<file path="src/rtl/pc_ctrl_pkg.sv">
// Shared constants for the fetch-stage PC sequencer: pcsrc encodings,
// FSM state encoding and the width of the flush down-counter.
package pc_ctrl_pkg;

   localparam int CNT_W = 3;

   localparam logic [1:0] PCSRC_SEQ     = 2'b00;
   localparam logic [1:0] PCSRC_BRANCH  = 2'b01;
   localparam logic [1:0] PCSRC_EPC     = 2'b10;
   localparam logic [1:0] PCSRC_HANDLER = 2'b11;

   typedef enum logic {
      ST_RUN   = 1'b0,
      ST_FLUSH = 1'b1
   } state_e;

endpackage

</file>
<file path="src/rtl/pc_ctrl_perf.sv">
// Saturating performance counters for the PC sequencer: stall cycles and
// redirect events. Only instantiated when PC_CTRL_PERF_EN is defined.
module pc_ctrl_perf (
   input  logic        i_clk,
   input  logic        i_rst_n,
   input  logic        i_stall_evt,
   input  logic        i_redirect_evt,
   output logic [31:0] o_stall_cnt,
   output logic [31:0] o_redirect_cnt
);

   logic [31:0] stallCnt_q;
   logic [31:0] redirectCnt_q;

   // Count events, holding at all-ones instead of wrapping.
   always_ff @(posedge i_clk or negedge i_rst_n) begin
      if (!i_rst_n) begin
         stallCnt_q    <= '0;
         redirectCnt_q <= '0;
      end else begin
         if (i_stall_evt && (stallCnt_q != '1))
            stallCnt_q <= stallCnt_q + 32'd1;
         if (i_redirect_evt && (redirectCnt_q != '1))
            redirectCnt_q <= redirectCnt_q + 32'd1;
      end
   end

   assign o_stall_cnt    = stallCnt_q;
   assign o_redirect_cnt = redirectCnt_q;

endmodule

</file>
<file path="src/rtl/pc_ctrl.sv">
// Fetch-stage PC sequencer: chooses pcsrc / pcWrite from stall, branch,
// exception and eret events, owns EPC and EXL, and raises the pipeline
// flush strobe for FLUSH_CYCLES cycles after every redirect.
// Optional feature macro: PC_CTRL_PERF_EN (adds stall/redirect counters).
module pc_ctrl
   import pc_ctrl_pkg::*;
#(
   parameter int FLUSH_CYCLES = 2,
   parameter int PC_W         = 32
) (
   input  logic            i_clk,
   input  logic            i_rst_n,
   input  logic            i_stall,
   input  logic            i_branch_taken,
   input  logic            i_exception,
   input  logic [PC_W-1:0] i_exc_pc,
   input  logic            i_eret,
   output logic [1:0]      o_pcsrc,
   output logic            o_pcWrite,
   output logic [PC_W-1:0] o_epc,
   output logic            o_exl,
   output logic            o_flush,
   output logic            o_double_fault,
   output logic            o_eret_err
`ifdef PC_CTRL_PERF_EN
   ,
   output logic [31:0]     o_stall_cnt,
   output logic [31:0]     o_redirect_cnt
`endif
);

   localparam logic [CNT_W-1:0] RELOAD =
      CNT_W'((FLUSH_CYCLES > 1) ? (FLUSH_CYCLES - 2) : 0);

   state_e            state_q, state_d;
   logic [CNT_W-1:0]  count_q, count_d;
   logic [PC_W-1:0]   epc_q, epc_d;
   logic              exl_q, exl_d;

   logic [1:0]        pcsrc;
   logic              pcWrite;
   logic              flush;
   logic              doubleFault;
   logic              eretErr;
   logic              redirect;

   // Event priority decode; an exception wins even while draining a flush.
   always_comb begin
      pcsrc       = PCSRC_SEQ;
      pcWrite     = 1'b1;
      flush       = 1'b0;
      doubleFault = 1'b0;
      eretErr     = 1'b0;
      redirect    = 1'b0;
      epc_d       = epc_q;
      exl_d       = exl_q;
      if (i_exception) begin
         pcsrc    = PCSRC_HANDLER;
         redirect = 1'b1;
         if (!exl_q) begin
            epc_d = i_exc_pc;
            exl_d = 1'b1;
         end else begin
            doubleFault = 1'b1;
         end
      end else if (state_q == ST_FLUSH) begin
         flush = 1'b1;
      end else if (i_eret) begin
         if (exl_q) begin
            pcsrc    = PCSRC_EPC;
            redirect = 1'b1;
            exl_d    = 1'b0;
         end else begin
            eretErr = 1'b1;
            pcWrite = !i_stall;
         end
      end else if (i_branch_taken) begin
         pcsrc    = PCSRC_BRANCH;
         redirect = 1'b1;
      end else if (i_stall) begin
         pcWrite = 1'b0;
      end
      if (redirect)
         flush = 1'b1;
   end

   // Next state: a redirect (re)loads the drain counter, FLUSH counts it down.
   always_comb begin
      state_d = state_q;
      count_d = count_q;
      if (redirect) begin
         if (FLUSH_CYCLES > 1) begin
            state_d = ST_FLUSH;
            count_d = RELOAD;
         end else begin
            state_d = ST_RUN;
            count_d = '0;
         end
      end else if (state_q == ST_FLUSH) begin
         if (count_q == '0)
            state_d = ST_RUN;
         else
            count_d = count_q - 1'b1;
      end
   end

   // State, drain counter, EPC and EXL registers.
   always_ff @(posedge i_clk or negedge i_rst_n) begin
      if (!i_rst_n) begin
         state_q <= ST_RUN;
         count_q <= '0;
         epc_q   <= '0;
         exl_q   <= 1'b0;
      end else begin
         state_q <= state_d;
         count_q <= count_d;
         epc_q   <= epc_d;
         exl_q   <= exl_d;
      end
   end

   // Combinational outputs are forced quiet while reset is held.
   assign o_pcsrc        = i_rst_n ? pcsrc : PCSRC_SEQ;
   assign o_pcWrite      = i_rst_n && pcWrite;
   assign o_flush        = i_rst_n && flush;
   assign o_double_fault = i_rst_n && doubleFault;
   assign o_eret_err     = i_rst_n && eretErr;
   assign o_epc          = epc_q;
   assign o_exl          = exl_q;

`ifdef PC_CTRL_PERF_EN
   pc_ctrl_perf uPerf (
      .i_clk          (i_clk),
      .i_rst_n        (i_rst_n),
      .i_stall_evt    ((state_q == ST_RUN) && !o_pcWrite),
      .i_redirect_evt (redirect),
      .o_stall_cnt    (o_stall_cnt),
      .o_redirect_cnt (o_redirect_cnt)
   );
`endif

endmodule

</file>
<file path="config.mk">
export PLATFORM = sky130hd
export DESIGN_NAME = pc_ctrl
export DESIGN_NICKNAME = d
export VERILOG_FILES = /design/src/rtl/pc_ctrl_pkg.sv /design/src/rtl/pc_ctrl_perf.sv /design/src/rtl/pc_ctrl.sv
export SDC_FILE = /design/constraint.sdc
export NUM_CORES = 1
export LEC_CHECK = 0
export ABC_AREA = 1
export CORE_MARGIN = 8
export CORE_UTILIZATION = 41
export CTS_CLUSTER_DIAMETER = 60
export DETAILED_ROUTE_END_ITERATION = 8
export GPL_ROUTABILITY_DRIVEN = 0
export HOLD_SLACK_MARGIN = 0.03
export MAX_ROUTING_LAYER = met4
export PLACE_DENSITY = 0.8
export SYNTH_ARGS = -nofsm -noshare
export SYNTH_HDL_FRONTEND = slang
export SYNTH_SLANG_ARGS = --single-unit
</file>
<file path="constraint.sdc">
create_clock -name i_clk -period 1.8 [get_ports i_clk]
set_clock_uncertainty 0.2 [all_clocks]
set_input_delay 0.36 -clock i_clk [delete_from_list [all_inputs] [get_ports i_clk]]
set_output_delay 0.36 -clock i_clk [all_outputs]
set_load 0.1 [all_outputs]
</file>
### Word-level counts from Yosys, hierarchy flattened

Cells that the tools add are included.

* add/sub/neg operators: 1
* eq/ne operators: 2
* muxes and demuxes: 34
* bitwise operators: 1
* reductions and logical operators: 11

Operator list (number)
* two-way mux 1 bit: 26
* two-way mux 2 bit: 5
* two-way mux 3 bit: 3
* AND reduction 2 bit: 3
* logical AND 1 bit: 4
* inequality test 2 bit, second input constant: 2
* nonzero test 2 bit: 2
* logical NOT 3 bit: 1
* subtractor 3 x 1 -> 3 bit, second input constant: 1
* logical NOT 1 bit: 1
* inverter 1 bit: 1

* register bits after elaboration: 37
* output and inout bits: 39
* logic and storage cells: 53

### Longest topological paths before layout

* word-level depth: 6
* mapped depth: 7
* gate-level depth less buffers: 7

### Least setup slack after synthesis

OpenSTA, ideal clock, no wires.

* path type: register to output
* start point: reg exl_q, in the netlist o_exl
* end point: out o_double_fault
* arrival time: 3.210 ns
* path slack: -1.970 ns
* cell stages (with the launch flop): 3
* path buffers: 0
* cell sequence: dfrtp_1 -> inv_2 -> nor3_1

* word-level cells in the longest chain between the ends: 3

RTL lines
* from (decl): RTL line pc_ctrl.sv:38 `logic exl_q, exl_d;`
* from (signal assigned): RTL line pc_ctrl.sv:118 `exl_q <= exl_d;`
* two-way mux 1 bit: RTL line pc_ctrl.sv:60 `if (!exl_q) begin`
* two-way mux 1 bit: RTL line pc_ctrl.sv:57 `if (i_exception) begin`
* logical AND 1 bit: RTL line pc_ctrl.sv:126 `assign o_double_fault = i_rst_n && doubleFault;`
* to (decl): RTL line pc_ctrl.sv:23 `output logic o_double_fault,`

No other way between the ends.

### Worst setup path in the final report

* start point: reg exl_q, in the netlist o_exl
* end point: out o_eret_err

* word-level cells in the longest chain between the ends: 5

RTL lines
* two-way mux 1 bit: RTL line pc_ctrl.sv:69 `if (exl_q) begin`
* two-way mux 1 bit: RTL line pc_ctrl.sv:68 `end else if (i_eret) begin`
* two-way mux 1 bit: RTL line pc_ctrl.sv:66 `end else if (state_q == ST_FLUSH) begin`
* two-way mux 1 bit: RTL line pc_ctrl.sv:57
* logical AND 1 bit: RTL line pc_ctrl.sv:127 `assign o_eret_err = i_rst_n && eretErr;`
* to (decl): RTL line pc_ctrl.sv:24 `output logic o_eret_err`

No other way between the ends.

==> results.json <==
{
  "vias": 1310,
  "failed_checks": "setup timing",
  "die-height_um": 79.6,
  "synth_cells": 118,
  "synth_area_leaders": "dfrtp_1 (56%), mux2_4 (27%), nand2_1 (2.7%)",
  "rsz0062_at_grt": "yes",
  "setup_violations": 6,
  "root_buffer": "clkbuf_8",
  "hpwl_um": 4150,
  "synth_top_area_cell": "dfrtp_1",
  "synth_top_area_share_pct": 55.8,
  "critPathBufInv": 2,
  "clock-sinks": 37,
  "cts.clk_slew.worst_paths_ps": 70,
  "hold_viol_final": 0,
  "dieArea_sq_um": 6340,
  "grt_max_degree": 37,
  "endpoint_kind": "primary output",
  "wl_per_cell_um": 21.1,
  "power.total_mw": 4.91,
  "ir_drop_v": 0.00108,
  "detail_route.vias_per_cell": 4.98,
  "synth-seq-area-share_pct": 55.8,
  "grt_pass1_vias": 1544,
  "status": "finished, violations left",
  "synth.distinct_cells": 17,
  "placed_area_sq_um": 2990,
  "powerDensity_nw_per_um2": 1530,
  "period_needed_ps": 1910,
  "antenna_found_initial": 0,
  "synth_warnings": 0,
  "regArea_sq_um": 931,
  "clock_latency_ps": 290,
  "wl_um": 5550,
  "drtIter0Drc": 81,
  "drv_slew": 0,
  "finalCritPeriodShare_pct": 106,
  "timing.fmax_mhz": 523,
  "cts_tree": "yes",
  "fillers": 181,
  "cp.arrival_ps": 1350,
  "first_pass_iters": 4,
  "critical-path-top-delay-family": "flip-flops",
  "initial_core_util_pct": 42.1,
  "synth.cell_area_sq_um": 1660,
  "critical_path.cell_chain": "buf_6, nor3_4, buf_12",
  "worst_slew_margin_rel_pct": 69.8,
  "cts_buffers": 5,
  "ant_nets": 0,
  "required_ps": 1240,
  "core_sq_um": 3940,
  "cts_buffer_depth": 2,
  "overflow": 0,
  "fin_area_sq_um": 3200,
  "layout.nets": 252,
  "fin_util_pct": 81.1,
  "drc": 0,
  "crit_path_start_kind": "flop",
  "tightest_slew_ps": 453,
  "slowest_delay_ps": 520,
  "h-tree-depth": 2,
  "port_buffers": 76,
  "die_width_um": 79.6,
  "multiInputGateArea_sq_um": 744,
  "leakage_nw": 1.54,
  "critPathKind": "reg2out",
  "cp_max_fo": 4,
  "avgSynthCellArea_sq_um": 14.1,
  "setup_ws_ps": -111,
  "track_usage_pct": 18.6,
  "rows": 23,
  "ys_ff_latch": 37,
  "io_pins": 77,
  "crit_slowest_cell": "dfrtp_4",
  "n_antenna_cell": 0,
  "area_growth_pct": 92.7,
  "grt_first_pass_wirelength_um": 8540,
  "holdCritPathClass": "in2async",
  "drive_gt1_share_pct": 51.6,
  "synth.net_count": 158,
  "drv_cap": 0
}
final timing paths:
kind,startpoint,endpoint,slack [ps],cells past startpoint
worst max register to register,o_exl$_DFFE_PN0P_,o_epc[7]$_DFFE_PN0P_,110,6
max in group asynchronous,i_rst_n,o_exl$_DFFE_PN0P_,480,3
worst min-delay path,i_rst_n,count_q[2]$_DFFE_PN0P_,250,2
worst min register to register,count_q[0]$_DFFE_PN0P_,count_q[0]$_DFFE_PN0P_,380,2
worst max-delay path,o_exl$_DFFE_PN0P_,o_eret_err,-110,3
min in group i_clk,count_q[0]$_DFFE_PN0P_,count_q[0]$_DFFE_PN0P_,380,2
layer usage:
metal  vias to the layer above  GRT usage [%]  routed length (um)
met5                         -              -                   0
met4                         0           8.33                 131
met3                        11           6.31                 357
met2                        49           31.2                2980
met1                       663           19.3                2080
li1                        587              -                   -
placed cells by master (no fill, tap or decap), types with 2 or more instances in the layout:
master | synthesis | layout
nand4_1 | 6 | 6
buf_12 | 0 | 41
clkdlybuf4s15_1 | 0 | 2
clkbuf_8 | 0 | 6
nand2_1 | 12 | 8
mux2_4 | 30 | 30
clkdlybuf4s50_1 | 0 | 33
buf_4 | 0 | 8
nand2_2 | 0 | 2
nor3_4 | 0 | 2
nand2_4 | 1 | 3
a21oi_4 | 0 | 2
nand3_1 | 4 | 3
dfrtp_1 | 37 | 35
nor2_1 | 3 | 2
inv_1 | 10 | 8
mux2_2 | 2 | 2
ha_1 | 2 | 2
buf_6 | 3 | 3
power breakdown:
part           leakage, nW  total, mW  internal, mW  switching (mW)
Clock               0.0585      0.747         0.452           0.295
Sequential           0.440       1.26          1.03           0.237
Combinational         1.04       2.90          1.12            1.78
Total                 1.54       4.91          2.60            2.31
stage by stage:
step / setup TNS, ps / setup slack, ps / cells / hold WS [ps]
floorplan: -806 / -294 / 118 / -136
global placement: -4950 / -296 / 249 / -35.0
detailed placement: -6250 / -350 / 249 / -33.9
CTS: -558 / -122 / 263 / 239
global route: -729 / -139 / 263 / 260
finish: -494 / -111 / 263 / 250
sequential cells by signal, summed over array words and instances, names as in the netlist:
register,cells
o_epc,32
state_q,1
o_exl,1
count_q,3
what timing repair did:
action / 4_1_cts / 5_1_grt
hold buffers: 1 / 0
hold endpoints to repair: 37 / 0
pin swaps: 7 / 2
resized for setup: 16 / 2
buffers inserted: 5 / 0
endpoints found under the setup margin: 6 / 7
cells by family (layout without fill, tap and decap cells):
logic type	after synthesis	after routing	synth area share, %
flops	37	37	55.8
mux	32	32	28.5
simple gates	28	28	8.14
buf+inv	15	110	4.75
compound gates	4	4	1.36
fa+ha+maj	2	2	1.51
synth_stat cells:
cell,n
nand2_4,1
buf_6,3
ha_1,2
mux2_4,30
mux2_2,2
o21ai_0,1
inv_2,1
nand2_1,12
dfrtp_1,37
clkinv_1,1
a21oi_1,2
inv_1,10
nand4_1,6
nor2_1,3
nor3_1,2
nand3_1,4
o21a_1,1
layout make-up:
| type | count | area share [%] |
|---|---|---|
| sequential | 37 | 29.1 |
| clock inverter | 1 | 0.939 |
| multi-input combinational | 66 | 23.3 |
| inverter | 12 | 1.76 |
| clock buffer | 7 | 2.70 |
| tap | 50 | 1.96 |
| timing repair buffer | 90 | 40.3 |
Note: power is estimated with default switching activity, not from simulation.
